**config.mk**
```make
export PLATFORM = sky130hd
export DESIGN_NAME = icache_ctrl_flat
export DESIGN_NICKNAME = d
export VERILOG_FILES = /design/src/rtl/icache_ctrl_if.sv /design/src/rtl/icache_ctrl.sv /design/src/flat_wrapper.sv
export SDC_FILE = /design/constraint.sdc
export NUM_CORES = 1
export LEC_CHECK = 0
export ABC_AREA = 1
export CAP_MARGIN = 20
export CELL_PAD_IN_SITES_DETAIL_PLACEMENT = 0
export CELL_PAD_IN_SITES_GLOBAL_PLACEMENT = 1
export CORE_ASPECT_RATIO = 2
export CORE_UTILIZATION = 26
export CTS_BUF_LIST = sky130_fd_sc_hd__clkbuf_8
export DETAILED_ROUTE_END_ITERATION = 6
export PLACE_DENSITY = 0.88
export SLEW_MARGIN = 20
export SYNTH_ARGS = -nofsm -noshare
export SYNTH_HDL_FRONTEND = slang
export SYNTH_SLANG_ARGS = --single-unit
```
**constraint.sdc**
```tcl
create_clock -name clk -period 5.5 [get_ports clk]
set_input_delay 1.1 -clock clk [delete_from_list [all_inputs] [get_ports clk]]
set_output_delay 1.1 -clock clk [all_outputs]
set_load 0.01 [all_outputs]
```
**src/rtl/icache_ctrl_if.sv**
```systemverilog
// rtl/icache_ctrl_if.sv - CPU, tag array, data array and memory signals of the I-cache controller
interface icache_ctrl_if #(
  parameter int ADDR_WIDTH   = 32,
  parameter int INDEX_WIDTH  = 6,
  parameter int OFFSET_WIDTH = 4,
  parameter int CNT_WIDTH    = 16
);
  localparam int TAG_WIDTH  = ADDR_WIDTH - INDEX_WIDTH - OFFSET_WIDTH;
  localparam int WORD_WIDTH = OFFSET_WIDTH - 2;

  logic                    cpu_req_valid;
  logic [ADDR_WIDTH-1:0]   cpu_req_addr;
  logic                    cpu_req_ready;
  logic                    cpu_resp_valid;
  logic [31:0]             cpu_resp_data;
  logic                    flush_req;
  logic                    flush_busy;
  logic [INDEX_WIDTH-1:0]  tag_lookup_index;
  logic [TAG_WIDTH-1:0]    tag_lookup_tag;
  logic                    tag_hit;
  logic                    tag_update_valid;
  logic [INDEX_WIDTH-1:0]  tag_update_index;
  logic [TAG_WIDTH-1:0]    tag_update_tag;
  logic                    tag_flush_all;
  logic [INDEX_WIDTH-1:0]  data_rd_index;
  logic [WORD_WIDTH-1:0]   data_rd_word;
  logic [31:0]             data_rd_data;
  logic                    data_wr_en;
  logic [INDEX_WIDTH-1:0]  data_wr_index;
  logic [WORD_WIDTH-1:0]   data_wr_word;
  logic [31:0]             data_wr_data;
  logic                    mem_req_valid;
  logic [ADDR_WIDTH-1:0]   mem_req_addr;
  logic                    mem_req_ready;
  logic                    mem_rdata_valid;
  logic [31:0]             mem_rdata;
  logic [CNT_WIDTH-1:0]    hit_count;
  logic [CNT_WIDTH-1:0]    miss_count;

  modport slave (
    input  cpu_req_valid, cpu_req_addr, flush_req, tag_hit, data_rd_data,
           mem_req_ready, mem_rdata_valid, mem_rdata,
    output cpu_req_ready, cpu_resp_valid, cpu_resp_data, flush_busy,
           tag_lookup_index, tag_lookup_tag, tag_update_valid, tag_update_index,
           tag_update_tag, tag_flush_all, data_rd_index, data_rd_word,
           data_wr_en, data_wr_index, data_wr_word, data_wr_data,
           mem_req_valid, mem_req_addr, hit_count, miss_count
  );

  modport master (
    output cpu_req_valid, cpu_req_addr, flush_req, tag_hit, data_rd_data,
           mem_req_ready, mem_rdata_valid, mem_rdata,
    input  cpu_req_ready, cpu_resp_valid, cpu_resp_data, flush_busy,
           tag_lookup_index, tag_lookup_tag, tag_update_valid, tag_update_index,
           tag_update_tag, tag_flush_all, data_rd_index, data_rd_word,
           data_wr_en, data_wr_index, data_wr_word, data_wr_data,
           mem_req_valid, mem_req_addr, hit_count, miss_count
  );
endinterface

```
**src/rtl/icache_ctrl.sv**
```systemverilog
// rtl/icache_ctrl.sv - direct-mapped I-cache sequencer: lookup, 4-beat refill, replay, flush
module icache_ctrl #(
  parameter int ADDR_WIDTH   = 32,
  parameter int INDEX_WIDTH  = 6,
  parameter int OFFSET_WIDTH = 4,
  parameter int CNT_WIDTH    = 16
) (
  input  logic          clk,
  input  logic          rst,
  icache_ctrl_if.slave  bus
);
  localparam int TAG_WIDTH  = ADDR_WIDTH - INDEX_WIDTH - OFFSET_WIDTH;
  localparam int WORD_WIDTH = OFFSET_WIDTH - 2;
  localparam int LA_WIDTH   = ADDR_WIDTH - 2;

  typedef enum logic [2:0] {
    S_IDLE, S_LOOKUP, S_MISS_REQ, S_REFILL, S_UPDATE, S_FLUSH
  } state_t;

  state_t                state_q, state_d;
  logic [LA_WIDTH-1:0]   addr_q, addr_d;
  logic [WORD_WIDTH-1:0] beat_q, beat_d;
  logic                  flush_pending_q, flush_pending_d;
  logic                  replay_q, replay_d;
  logic [CNT_WIDTH-1:0]  hit_cnt_q, hit_cnt_d;
  logic [CNT_WIDTH-1:0]  miss_cnt_q, miss_cnt_d;

  logic [INDEX_WIDTH-1:0] idx;
  logic [TAG_WIDTH-1:0]   tag;
  logic [WORD_WIDTH-1:0]  word;
  logic                   resp_fire;
  logic                   wr_fire;

  // addr_q holds the word address; byte offset bits [1:0] are never stored
  assign idx  = addr_q[OFFSET_WIDTH+INDEX_WIDTH-3:OFFSET_WIDTH-2];
  assign tag  = addr_q[LA_WIDTH-1:OFFSET_WIDTH+INDEX_WIDTH-2];
  assign word = addr_q[WORD_WIDTH-1:0];

  assign resp_fire = (state_q == S_LOOKUP) && bus.tag_hit;
  assign wr_fire   = (state_q == S_REFILL) && bus.mem_rdata_valid;

  always_comb begin
    state_d         = state_q;
    addr_d          = addr_q;
    beat_d          = beat_q;
    flush_pending_d = flush_pending_q;
    replay_d        = replay_q;
    hit_cnt_d       = hit_cnt_q;
    miss_cnt_d      = miss_cnt_q;

    if (bus.flush_req && state_q != S_IDLE) flush_pending_d = 1'b1;

    case (state_q)
      S_IDLE: begin
        if (bus.flush_req || flush_pending_q) begin
          state_d = S_FLUSH;
        end else if (bus.cpu_req_valid) begin
          addr_d  = bus.cpu_req_addr[ADDR_WIDTH-1:2];
          state_d = S_LOOKUP;
        end
      end
      S_LOOKUP: begin
        replay_d = 1'b0;
        if (bus.tag_hit) begin
          if (!replay_q && hit_cnt_q != {CNT_WIDTH{1'b1}}) hit_cnt_d = hit_cnt_q + CNT_WIDTH'(1);
          state_d = S_IDLE;
        end else begin
          if (miss_cnt_q != {CNT_WIDTH{1'b1}}) miss_cnt_d = miss_cnt_q + CNT_WIDTH'(1);
          state_d = S_MISS_REQ;
        end
      end
      S_MISS_REQ: begin
        if (bus.mem_req_ready) begin
          beat_d  = '0;
          state_d = S_REFILL;
        end
      end
      S_REFILL: begin
        if (bus.mem_rdata_valid) begin
          beat_d = beat_q + WORD_WIDTH'(1);
          if (beat_q == {WORD_WIDTH{1'b1}}) state_d = S_UPDATE;
        end
      end
      S_UPDATE: begin
        replay_d = 1'b1;
        state_d  = S_LOOKUP;
      end
      S_FLUSH: begin
        // the flush executing now covers any request raised in this same cycle
        flush_pending_d = 1'b0;
        state_d         = S_IDLE;
      end
      default: state_d = S_IDLE;
    endcase
  end

  always_ff @(posedge clk or posedge rst) begin
    if (rst) begin
      state_q         <= S_IDLE;
      addr_q          <= '0;
      beat_q          <= '0;
      flush_pending_q <= 1'b0;
      replay_q        <= 1'b0;
      hit_cnt_q       <= '0;
      miss_cnt_q      <= '0;
    end else begin
      state_q         <= state_d;
      addr_q          <= addr_d;
      beat_q          <= beat_d;
      flush_pending_q <= flush_pending_d;
      replay_q        <= replay_d;
      hit_cnt_q       <= hit_cnt_d;
      miss_cnt_q      <= miss_cnt_d;
    end
  end

  assign bus.cpu_req_ready    = (state_q == S_IDLE) && !bus.flush_req && !flush_pending_q;
  assign bus.cpu_resp_valid   = resp_fire;
  assign bus.cpu_resp_data    = resp_fire ? bus.data_rd_data : 32'd0;
  assign bus.flush_busy       = flush_pending_q || (state_q == S_FLUSH);

  assign bus.tag_lookup_index = idx;
  assign bus.tag_lookup_tag   = tag;
  assign bus.tag_update_valid = (state_q == S_UPDATE);
  assign bus.tag_update_index = idx;
  assign bus.tag_update_tag   = tag;
  assign bus.tag_flush_all    = (state_q == S_FLUSH);

  assign bus.data_rd_index    = idx;
  assign bus.data_rd_word     = word;
  assign bus.data_wr_en       = wr_fire;
  assign bus.data_wr_index    = idx;
  assign bus.data_wr_word     = beat_q;
  assign bus.data_wr_data     = wr_fire ? bus.mem_rdata : 32'd0;

  assign bus.mem_req_valid    = (state_q == S_MISS_REQ);
  assign bus.mem_req_addr     = {tag, idx, {OFFSET_WIDTH{1'b0}}};

  assign bus.hit_count        = hit_cnt_q;
  assign bus.miss_count       = miss_cnt_q;
endmodule

```
**src/flat_wrapper.sv**
```systemverilog
// flat-port wrapper written by rule: the top's interface ports become plain ports
module icache_ctrl_flat 
#(
  parameter int ADDR_WIDTH   = 32,
  parameter int INDEX_WIDTH  = 6,
  parameter int OFFSET_WIDTH = 4,
  parameter int CNT_WIDTH    = 16
)
  (clk, rst, bus_cpu_req_valid, bus_cpu_req_addr, bus_flush_req, bus_tag_hit, bus_data_rd_data, bus_mem_req_ready, bus_mem_rdata_valid, bus_mem_rdata, bus_cpu_req_ready, bus_cpu_resp_valid, bus_cpu_resp_data, bus_flush_busy, bus_tag_lookup_index, bus_tag_lookup_tag, bus_tag_update_valid, bus_tag_update_index, bus_tag_update_tag, bus_tag_flush_all, bus_data_rd_index, bus_data_rd_word, bus_data_wr_en, bus_data_wr_index, bus_data_wr_word, bus_data_wr_data, bus_mem_req_valid, bus_mem_req_addr, bus_hit_count, bus_miss_count);
  icache_ctrl_if #(.ADDR_WIDTH(ADDR_WIDTH), .INDEX_WIDTH(INDEX_WIDTH), .OFFSET_WIDTH(OFFSET_WIDTH), .CNT_WIDTH(CNT_WIDTH)) bus_i ();
  input  logic clk;
  input  logic rst;
  input wire logic [$bits(bus_i.cpu_req_valid)-1:0] bus_cpu_req_valid;
  input wire logic [$bits(bus_i.cpu_req_addr)-1:0] bus_cpu_req_addr;
  input wire logic [$bits(bus_i.flush_req)-1:0] bus_flush_req;
  input wire logic [$bits(bus_i.tag_hit)-1:0] bus_tag_hit;
  input wire logic [$bits(bus_i.data_rd_data)-1:0] bus_data_rd_data;
  input wire logic [$bits(bus_i.mem_req_ready)-1:0] bus_mem_req_ready;
  input wire logic [$bits(bus_i.mem_rdata_valid)-1:0] bus_mem_rdata_valid;
  input wire logic [$bits(bus_i.mem_rdata)-1:0] bus_mem_rdata;
  output wire logic [$bits(bus_i.cpu_req_ready)-1:0] bus_cpu_req_ready;
  output wire logic [$bits(bus_i.cpu_resp_valid)-1:0] bus_cpu_resp_valid;
  output wire logic [$bits(bus_i.cpu_resp_data)-1:0] bus_cpu_resp_data;
  output wire logic [$bits(bus_i.flush_busy)-1:0] bus_flush_busy;
  output wire logic [$bits(bus_i.tag_lookup_index)-1:0] bus_tag_lookup_index;
  output wire logic [$bits(bus_i.tag_lookup_tag)-1:0] bus_tag_lookup_tag;
  output wire logic [$bits(bus_i.tag_update_valid)-1:0] bus_tag_update_valid;
  output wire logic [$bits(bus_i.tag_update_index)-1:0] bus_tag_update_index;
  output wire logic [$bits(bus_i.tag_update_tag)-1:0] bus_tag_update_tag;
  output wire logic [$bits(bus_i.tag_flush_all)-1:0] bus_tag_flush_all;
  output wire logic [$bits(bus_i.data_rd_index)-1:0] bus_data_rd_index;
  output wire logic [$bits(bus_i.data_rd_word)-1:0] bus_data_rd_word;
  output wire logic [$bits(bus_i.data_wr_en)-1:0] bus_data_wr_en;
  output wire logic [$bits(bus_i.data_wr_index)-1:0] bus_data_wr_index;
  output wire logic [$bits(bus_i.data_wr_word)-1:0] bus_data_wr_word;
  output wire logic [$bits(bus_i.data_wr_data)-1:0] bus_data_wr_data;
  output wire logic [$bits(bus_i.mem_req_valid)-1:0] bus_mem_req_valid;
  output wire logic [$bits(bus_i.mem_req_addr)-1:0] bus_mem_req_addr;
  output wire logic [$bits(bus_i.hit_count)-1:0] bus_hit_count;
  output wire logic [$bits(bus_i.miss_count)-1:0] bus_miss_count;
  assign bus_i.cpu_req_valid = bus_cpu_req_valid;
  assign bus_i.cpu_req_addr = bus_cpu_req_addr;
  assign bus_i.flush_req = bus_flush_req;
  assign bus_i.tag_hit = bus_tag_hit;
  assign bus_i.data_rd_data = bus_data_rd_data;
  assign bus_i.mem_req_ready = bus_mem_req_ready;
  assign bus_i.mem_rdata_valid = bus_mem_rdata_valid;
  assign bus_i.mem_rdata = bus_mem_rdata;
  assign bus_cpu_req_ready = bus_i.cpu_req_ready;
  assign bus_cpu_resp_valid = bus_i.cpu_resp_valid;
  assign bus_cpu_resp_data = bus_i.cpu_resp_data;
  assign bus_flush_busy = bus_i.flush_busy;
  assign bus_tag_lookup_index = bus_i.tag_lookup_index;
  assign bus_tag_lookup_tag = bus_i.tag_lookup_tag;
  assign bus_tag_update_valid = bus_i.tag_update_valid;
  assign bus_tag_update_index = bus_i.tag_update_index;
  assign bus_tag_update_tag = bus_i.tag_update_tag;
  assign bus_tag_flush_all = bus_i.tag_flush_all;
  assign bus_data_rd_index = bus_i.data_rd_index;
  assign bus_data_rd_word = bus_i.data_rd_word;
  assign bus_data_wr_en = bus_i.data_wr_en;
  assign bus_data_wr_index = bus_i.data_wr_index;
  assign bus_data_wr_word = bus_i.data_wr_word;
  assign bus_data_wr_data = bus_i.data_wr_data;
  assign bus_mem_req_valid = bus_i.mem_req_valid;
  assign bus_mem_req_addr = bus_i.mem_req_addr;
  assign bus_hit_count = bus_i.hit_count;
  assign bus_miss_count = bus_i.miss_count;
  icache_ctrl #(.ADDR_WIDTH(ADDR_WIDTH), .INDEX_WIDTH(INDEX_WIDTH), .OFFSET_WIDTH(OFFSET_WIDTH), .CNT_WIDTH(CNT_WIDTH)) u_core (.clk(clk), .rst(rst), .bus(bus_i));
endmodule
```
==> results of run 1 <==
kinds of logic (layout without fill, tap and decap cells):
kind of cell    Yosys count  after routing  share of synthesized area, %
simple gates            382            382                          34.1
buf+inv                 191            423                          22.1
flops                    69             69                          37.7
compound gates           21             21                          2.30
xor+xnor                 15             15                          2.87
fa+ha+maj                 3              3                         0.821
other cells               1              5                        0.0820
per-layer routing:
metal | global-route usage [%] | wire [um] | up-vias
met4 | 5.86 | 331 | 0
li1 | - | - | 2415
met3 | 4.20 | 818 | 18
met2 | 28.7 | 7740 | 144
met5 | 0 | 0 | -
met1 | 18.2 | 5660 | 2074
area by class of cell:
| type | count | area, um2 |
|---|---|---|
| Antenna cell | 1 | 2.50 |
| Clock buffer | 9 | 124 |
| Clock inverter | 7 | 55.1 |
| Fill cell | 1793 | 9810 |
| Inverter | 100 | 375 |
| Multi-Input combinational cell | 425 | 1850 |
| Sequential cell | 69 | 1730 |
| Tap cell | 210 | 263 |
| Timing Repair Buffer | 307 | 3060 |
cell usage in the layout (no fill, tap or decap), drive strengths merged:
master | netlist | layout
buf | 80 | 4
dfrtp | 69 | 69
xor2 | 9 | 9
nand3 | 44 | 44
or2 | 1 | 1
clkbuf | 11 | 9
o21ai | 20 | 20
nor2 | 111 | 111
inv | 100 | 103
a21oi | 1 | 1
nand4 | 8 | 8
diode | 0 | 1
clkinvlp | 0 | 2
xnor2 | 6 | 6
conb | 1 | 4
nor3 | 3 | 3
clkinv | 0 | 2
nand2 | 215 | 215
clkdlybuf4s50 | 0 | 303
ha | 3 | 3
sequential cells by signal, summed over array words and instances (netlist names):
| register | count |
|---|---|
| u_core.bus.miss_count | 16 |
| u_core.state_q | 3 |
| u_core.flush_pending_q | 1 |
| u_core.bus.hit_count | 16 |
| u_core.addr_q | 30 |
| u_core.bus.data_wr_word | 2 |
| u_core.replay_q | 1 |
worst max-delay path, cell delays in order:
cell and delay, ns:
clkdlybuf4s50_1 0.50, nand2_1 0.57, nor2_1 0.37, clkdlybuf4s50_1 0.59
through the flow:
step	util, %	hold slack [ns]
final	43.2	0.485
after global routing	43.2	0.519
after CTS	43.2	0.486
after detailed placement	42.1	0.465
after global placement	42.1	0.455
after floorplan	-	0.466
Yosys cell counts:
library cell / count / share of area [%]
xnor2_1: 6 / 1.1
buf_4: 73 / 12
nand2_1: 213 / 17
inv_2: 4 / 0.33
buf_8: 1 / 0.33
nand2_4: 2 / 0.49
xor2_1: 9 / 1.7
conb_1: 1 / 0.082
or2_2: 1 / 0.14
clkbuf_1: 11 / 0.90
a21oi_1: 1 / 0.11
nand4_1: 8 / 1.1
nor2_2: 4 / 0.55
nand3_2: 1 / 0.22
nand3_1: 43 / 4.7
nor3_1: 3 / 0.33
o21ai_0: 20 / 2.2
ha_1: 3 / 0.82
nor2_4: 2 / 0.49
inv_1: 96 / 7.9
dfrtp_1: 69 / 38
nor2_1: 105 / 8.6
buf_2: 6 / 0.66
worst paths after layout:
kind | end | slack [ns] | depth (start not counted)
setup / recovery | bus_cpu_resp_data[12] | 1.26 | 4
hold / removal | u_core.addr_q[1] | 0.49 | 2
setup reg to reg | u_core.bus.miss_count[10] | 3.32 | 9
hold reg to reg | u_core.addr_q[1] | 0.49 | 2
max in group asynchronous | u_core.addr_q[25] | 3.31 | 3
min in group asynchronous | u_core.addr_q[9] | 1.21 | 2
power by group:
part | internal, W | switching [W] | leakage (nW) | total, W
registers | 0.000670 | 0.000203 | 0.902 | 0.000873
logic | 0.000906 | 0.000701 | 2.50 | 0.00161
clock network | 0.000168 | 0.000220 | 0.0866 | 0.000388
==> impl_metrics.json, run 1 <==
{
  "crit_type": "input port to output pin",
  "cts_tree": "yes",
  "nNetsFinal": 1018,
  "grt_pass1_wl_mm": 22.4,
  "maxCapViolations": 0,
  "ios": 310,
  "port_buffers": 303,
  "preCtsSetupSlack_ns": 1.22,
  "synth.distinct_cells": 23,
  "antenna_found_initial": 1,
  "min_from": "u_core.addr_q[1]",
  "report.final.setup_viol": 0,
  "hold_viol_final": 0,
  "critPathMaxFanout": 32,
  "core_um2": 17300,
  "grt_usage_pct": 16.2,
  "slew_headroom_pct": 32.7,
  "worst_ep_required_time_ns": 4.40,
  "drc": 0,
  "ys_ff_latch": 69,
  "cts.path.max_buffers": 2,
  "ys_seq_area_share_pct": 37.7,
  "placed_cells": 1111,
  "post_cts.repair.setup_buffers": 0,
  "ant_nets": 0,
  "r2r-start": "u_core.bus.miss_count[0]",
  "vias": 4651,
  "netlist_instances": 682,
  "grt_overflow": 0,
  "drtIter0Drc": 125,
  "cts-root-buf": "clkbuf_8",
  "cts_buffers": 9,
  "cts_max_level": 3,
  "die_y_um": 190,
  "final.setup.tns_ns": 0,
  "dpl_cell_area_um2": 7280,
  "rsz0062_at_grt": "no",
  "p_per_area_nw_per_um2": 384,
  "worst_slew_pin_slew_ns": 1.01,
  "cp-startpoint": "bus_tag_hit",
  "grt_pass1_vias": 4289,
  "min_period_ns": 4.24,
  "cts_hold_buf": 0,
  "fin_area_um2": 7460,
  "fp.dieW_um": 95.8,
  "ys_warn_count": 0,
  "wirelength_mm": 14.5,
  "cp-end-kind": "output pin",
  "finalCritPeriodShare_pct": 77.1,
  "dr.pass1.iters": 4,
  "clkTransAtPathRegs_ns": 0.09,
  "globalplace.congestion": 0.804,
  "rows": 68,
  "cp-start-kind": "input port",
  "start_util_pct": 26.5,
  "cts.sinks": 69,
  "avgRoutedWirePerCell_um": 12.9,
  "grt_max_degree": 38,
  "area_growth_pct": 63.1,
  "total_power_w": 0.00287,
  "skew_ns": 0.0139,
  "layout.cells.non_filler": 1128,
  "die_area_um2": 18200,
  "fmax_mhz": 236,
  "slew_viol_final": 0,
  "syn_area_um2": 4570,
  "ir_drop_mv": 0.282,
  "arrival_ns": 3.14,
  "fin_ws_ns": 1.26,
  "viasPerCell": 4.12,
  "outcome": "finished, final reports clean",
  "p_leak_nw": 3.49,
  "worstSkewPairLatency_ns": 0.36,
  "drive_above_1_share_pct": 3.93,
  "dp_hpwl_mm": 11.3,
  "hp-class": "register to register",
  "syn_area_per_cell_um2": 6.71,
  "cts.repair.resized": 0
}
Power figures use the tool's default switching activity.
==> inputs of run 2 (changes only) <==
--- a/config.mk
+++ b/config.mk
@@ -10,10 +10,10 @@
 export CELL_PAD_IN_SITES_DETAIL_PLACEMENT = 0
 export CELL_PAD_IN_SITES_GLOBAL_PLACEMENT = 1
 export CORE_ASPECT_RATIO = 2
-export CORE_UTILIZATION = 26
+export CORE_UTILIZATION = 24
 export CTS_BUF_LIST = sky130_fd_sc_hd__clkbuf_8
 export DETAILED_ROUTE_END_ITERATION = 6
-export PLACE_DENSITY = 0.88
+export PLACE_DENSITY = 0.82
 export SLEW_MARGIN = 20
 export SYNTH_ARGS = -nofsm -noshare
 export SYNTH_HDL_FRONTEND = slang
==> constraint.sdc (replaced) <==
create_clock -name clk -period 4.3 [get_ports clk]
set_input_delay 0.86 -clock clk [delete_from_list [all_inputs] [get_ports clk]]
set_output_delay 0.86 -clock clk [all_outputs]
set_load 0.01 [all_outputs]
==> run 2 against run 1 <==
Routed wire length increased by 3.3%. Clock-buffer cell count unchanged. Total power increased by 31%. Cell count increased by 4.2%. Design area increased by 1.3%. Setup slack got worse by 0.20 ns. Core utilization decreased by 2.9 points. Die area increased by 8.2%. Worst hold slack improved by 0.00056 ns. Clock skew about the same. Highest routed layer unchanged.
==> impl_metrics.json, run 2 (synthesis gave the netlist of run 1 again) <==
{
  "ios": 310,
  "grt_pass1_vias": 4538,
  "crit_path_frequent_cell": "clkdlybuf4s50_1",
  "final_cell_mix": "clkdlybuf4s50_1, nand2_1, nor2_1",
  "vias": 4717,
  "slew_viol_final": 0,
  "cp-start-kind": "input port",
  "slowest_delay_ns": 0.55,
  "clkPwrFrac_pct": 14.8,
  "start_util_pct": 24.4,
  "dr.pass1.iters": 4,
  "seqPwrFrac_pct": 30.1,
  "fp.dieW_um": 99.6,
  "die_y_um": 197,
  "cts-root-buf": "clkbuf_8",
  "critPathTopFamily": "buffers and inverters",
  "area_growth_pct": 65.2,
  "comb_power_share_pct": 55.2,
  "hold_viol_final": 0,
  "whs_path_depth": 2,
  "critPathMaxFanout": 32,
  "ant_nets": 0,
  "grt_usage_pct": 15.3,
  "post-route-util_pct": 40.3,
  "final.setup.tns_ns": 0,
  "finalCritPeriodShare_pct": 75.4,
  "top_register": "u_core.addr_q",
  "layout_commonest_cell": "clkdlybuf4s50_1",
  "largest_reg_flops": 30,
  "core_um2": 18700,
  "p_sw_w": 0.00145,
  "viasPerCell": 4.01,
  "rows": 71,
  "drtIter0Drc": 156,
  "ir_drop_mv": 0.295,
  "maxCapViolations": 0,
  "globalplace.congestion": 0.808,
  "min_from": "u_core.addr_q[1]",
  "dp_hpwl_mm": 11.6,
  "drive_above_1_share_pct": 4.24,
  "post_cts.repair.setup_buffers": 0,
  "cts.repair.resized": 0,
  "fillers": 1980,
  "cts_hold_buf": 0,
  "skew_ns": 0.0138,
  "nNetsFinal": 1021,
  "die_area_um2": 19600,
  "num_antenna_cells": 0,
  "wirelength_mm": 15.0,
  "avgRoutedWirePerCell_um": 12.8,
  "p_leak_nw": 3.52,
  "cts_tree": "yes",
  "fmax_mhz": 309,
  "arrival_ns": 2.38,
  "grt_max_degree": 48,
  "sw_frac_of_total_pct": 38.8,
  "cell_internal_pwr_w": 0.00229,
  "antenna_found_initial": 0,
  "slew_headroom_pct": 43.3,
  "r2r-start": "u_core.state_q[1]",
  "rsz0062_at_grt": "no",
  "grt_pass1_wl_mm": 23.3,
  "cts_buffers": 9,
  "worstSkewPairLatency_ns": 0.35,
  "reg2reg_depth": 7,
  "worst_ep_required_time_ns": 3.44,
  "grt_overflow": 0,
  "clkTransAtPathRegs_ns": 0.09,
  "crit_chain": "clkdlybuf4s50_1 -> nand2_1 -> buf_4 -> nor2_1 -> clkdlybuf4s50_1",
  "cts_max_level": 3,
  "drc": 0,
  "min_period_ns": 3.24,
  "path_depth": 5,
  "report.final.setup_viol": 0,
  "cpMaxStageDelayCell": "clkdlybuf4s50_1",
  "cp-end-kind": "output pin",
  "cp-startpoint": "bus_tag_hit",
  "hp-class": "register to register",
  "worst_slew_pin_slew_ns": 0.850,
  "cts.sinks": 69,
  "crit_type": "input port to output pin",
  "crit_buf_inv": 3,
  "cts.path.max_buffers": 2,
  "p_per_area_nw_per_um2": 495,
  "port_buffers": 303,
  "outcome": "finished, final reports clean"
}
==> run 2: cell types whose count changed in the layout (fill, tap and decap cells not counted), sizes merged <==
| cell | previous run | this run |
|---|---|---|
| buf | 4 | 7 |
| bufinv | 0 | 1 |
| clkinv | 2 | 5 |
| clkinvlp | 2 | 1 |
| diode | 1 | 0 |
| inv | 103 | 100 |
==> run 2: layout make-up <==
cell class | count | area [um2] | area share, %
Timing Repair Buffer | 310 | 3090 | 40.8
Multi-Input combinational cell | 425 | 1850 | 24.5
Sequential cell | 69 | 1730 | 22.8
Inverter | 100 | 377 | 4.98
Tap cell | 255 | 319 | 4.22
Clock buffer | 9 | 124 | 1.64
Clock inverter | 7 | 73.8 | 0.977
==> run 2: power by group through the flow <==
stage          registers [W]  clock network, W  logic, W
4_1_cts              0.00113          0.000586   0.00210
2_1_floorplan        0.00116                 0   0.00109
3_5_place_dp         0.00114                 0   0.00209
3_3_place_gp         0.00113                 0   0.00207
6_report             0.00113          0.000553   0.00207
5_1_grt              0.00117          0.000605   0.00223
==> run 2: path summary, 6_finish.rpt <==
| check | end | slack [ns] |
|---|---|---|
| worst min-delay path | u_core.addr_q[1] | 0.49 |
| max in group asynchronous | u_core.bus.miss_count[12] | 2.64 |
| worst max-delay path | bus_cpu_resp_data[4] | 1.06 |
| worst min register to register | u_core.addr_q[1] | 0.49 |
| worst max register to register | u_core.addr_q[24] | 2.25 |
| min in group asynchronous | u_core.addr_q[17] | 0.98 |
==> run 2: per-stage QoR <==
step           hold slack, ns  worst slack [ns]  total power [W]  instance area (um2)  instances
2_1_floorplan           0.466              1.70          0.00225                 4590        685
3_3_place_gp            0.456              1.10          0.00320                 7360       1159
3_5_place_dp            0.466              1.05          0.00323                 7360       1159
4_1_cts                 0.493              1.05          0.00382                 7550       1175
5_1_grt                 0.527             0.974          0.00401                 7560       1175
6_report                0.486              1.06          0.00374                 7560       1175
==> run 2: tightest hold or removal path: cells and delay by family, from the launching register on <==
family           cells  cell delay [ns]
DFF                  1             0.36
and+or+nand+nor      2             0.09
==> run 2: per-layer routing <==
metal	GRT usage (%)	part of all wire (%)	wire length (um)	vias up
met5	0	0	0	-
met4	5.23	1.4	208	0
li1	-	-	-	2415
met1	16.7	38	5650	2139
met3	2.87	5.2	779	11
met2	28.8	56	8400	152
==> inputs of run 3 (changes only) <==
==> constraint.sdc (replaced) <==
create_clock -name clk -period 3.4 [get_ports clk]
set_input_delay 0.68 -clock clk [delete_from_list [all_inputs] [get_ports clk]]
set_output_delay 0.68 -clock clk [all_outputs]
set_load 0.01 [all_outputs]
==> run 3 against run 2 <==
Die area unchanged. Critical path type unchanged. Largest cell class unchanged. Total power up 29%. Routed wire length down 0.44%. Clock-buffer cell count unchanged. Clock skew up 0.0034 ns. Clock power up 44%. Global-route usage down 0.12 points. Flip-flop and latch count unchanged. Critical path depth unchanged. Non-clock buffer count up 1. Sequential share of layout area down 0.14 points. Combinational power up 27%.
==> impl_metrics.json, run 3 (synthesis gave the netlist of run 1 again) <==
{
  "grt_pass1_wl_mm": 23.1,
  "cts_max_level": 3,
  "skew_ns": 0.0172,
  "core_um2": 18700,
  "die_area_um2": 19600,
  "worst_ep_required_time_ns": 2.72,
  "cts.sinks": 69,
  "cp-end-kind": "output pin",
  "cts-root-buf": "clkbuf_8",
  "viasPerCell": 3.97,
  "comb_power_share_pct": 54.1,
  "p_leak_nw": 3.54,
  "grt_overflow": 0,
  "fin_ws_ns": 0.545,
  "top_register": "u_core.addr_q",
  "nNetsFinal": 1022,
  "slowest_delay_ns": 0.56,
  "p_sw_w": 0.00185,
  "finalCritPeriodShare_pct": 84.0,
  "cell_internal_pwr_w": 0.00299,
  "wirelength_mm": 15.0,
  "p_per_area_nw_per_um2": 636,
  "slew_headroom_pct": 57.7,
  "rsz0062_at_grt": "no",
  "crit_path_frequent_cell": "clkdlybuf4s50_1",
  "antenna_found_initial": 0,
  "vias": 4673,
  "cpMaxStageDelayCell": "clkdlybuf4s50_1",
  "outcome": "finished, final reports clean",
  "crit_chain": "clkdlybuf4s50_1 -> nand2_1 -> buf_4 -> nor2_1 -> clkdlybuf4s50_1",
  "min_period_ns": 2.85,
  "worst_slew_pin_slew_ns": 0.634,
  "cts.path.max_buffers": 2,
  "dp_hpwl_mm": 11.6,
  "grt_usage_pct": 15.1,
  "final_cell_mix": "clkdlybuf4s50_1, nand2_1, nor2_1",
  "slew_viol_final": 0,
  "fmax_mhz": 350,
  "final.setup.tns_ns": 0,
  "dpl_cell_area_um2": 7380,
  "globalplace.congestion": 0.802,
  "port_buffers": 303,
  "worstSkewPairLatency_ns": 0.35,
  "holdWs_ns": 0.483,
  "cts_hold_buf": 0,
  "ir_drop_mv": 0.418,
  "ios": 310,
  "placed_cells": 1160,
  "arrival_ns": 2.17,
  "hold_viol_final": 0,
  "sw_frac_of_total_pct": 38.2,
  "critPathMaxFanout": 32,
  "fillers": 1945,
  "seqPwrFrac_pct": 29.4,
  "cts_tree": "yes",
  "report.final.setup_viol": 0,
  "post_cts.repair.setup_buffers": 0,
  "dr.pass1.iters": 5,
  "critPathTopFamily": "buffers and inverters",
  "crit_type": "input port to output pin",
  "fin_area_um2": 7600,
  "cts.repair.resized": 0,
  "area_growth_pct": 66.2,
  "preCtsSetupSlack_ns": 0.525,
  "hp-class": "register to register",
  "rows": 71,
  "drc": 0,
  "fp.dieW_um": 99.6,
  "start_util_pct": 24.4,
  "largest_reg_flops": 30,
  "maxCapViolations": 0,
  "grt_pass1_vias": 4440,
  "drive_above_1_share_pct": 4.23,
  "cts_buffers": 9,
  "ant_nets": 0,
  "die_y_um": 197,
  "drtIter0Drc": 110,
  "num_antenna_cells": 0,
  "avgRoutedWirePerCell_um": 12.7,
  "clkTransAtPathRegs_ns": 0.10,
  "cp-start-kind": "input port",
  "layout_commonest_cell": "clkdlybuf4s50_1",
  "layout.cells.non_filler": 1176,
  "crit_buf_inv": 3,
  "clkPwrFrac_pct": 16.5,
  "grt_max_degree": 70
}
-- run 3: tightest hold or removal path, stage by stage, from the launching register on --
cell,delay (ns)
dfrtp_1,0.36
nand2_1,0.05
nand2_1,0.05
-- run 3: stage by stage --
stage	total power, W	utilization [%]
after global placement	0.00407	39.3
final	0.00483	40.6
after CTS	0.00493	40.6
after floorplan	0.00284	-
after global routing	0.00517	40.6
after detailed placement	0.00410	39.3
-- run 3: cell type report --
| class | count | area, um2 | share of cell area, % |
|---|---|---|---|
| Tap cell | 255 | 319 | 4.20 |
| Timing Repair Buffer | 311 | 3110 | 40.8 |
| Sequential cell | 69 | 1730 | 22.7 |
| Clock buffer | 9 | 124 | 1.63 |
| Inverter | 100 | 375 | 4.94 |
| Multi-Input combinational cell | 425 | 1850 | 24.3 |
| Clock inverter | 7 | 103 | 1.35 |
-- run 3: power by group through the flow --
stage / sequential, W / combinational [W] / clock (W)
6_report: 0.00142 / 0.00262 / 0.000796
3_5_place_dp: 0.00144 / 0.00265 / 0
4_1_cts: 0.00143 / 0.00266 / 0.000838
2_1_floorplan: 0.00146 / 0.00138 / 0
3_3_place_gp: 0.00143 / 0.00263 / 0
5_1_grt: 0.00148 / 0.00283 / 0.000871
-- run 3: path summary, 6_finish.rpt --
| path | start | end | slack (ns) | cells past startpoint |
|---|---|---|---|---|
| setup / recovery | bus_tag_hit | bus_cpu_resp_data[31] | 0.55 | 5 |
| hold / removal | u_core.addr_q[0] | u_core.addr_q[0] | 0.48 | 2 |
| setup reg to reg | u_core.state_q[1] | u_core.addr_q[12] | 1.45 | 8 |
| hold reg to reg | u_core.addr_q[0] | u_core.addr_q[0] | 0.48 | 2 |
| max in group asynchronous | rst | u_core.addr_q[24] | 2.36 | 3 |
| min in group asynchronous | rst | u_core.addr_q[10] | 0.74 | 3 |
-- run 3: metal layers --
metal  track usage, %  vias to the layer above  share of wire [%]
met4             5.45                        0                1.8
met5                0                        -                  0
met2             28.8                      140                 55
met3             2.55                       15                4.3
li1                 -                     2424                  -
met1             16.5                     2094                 39
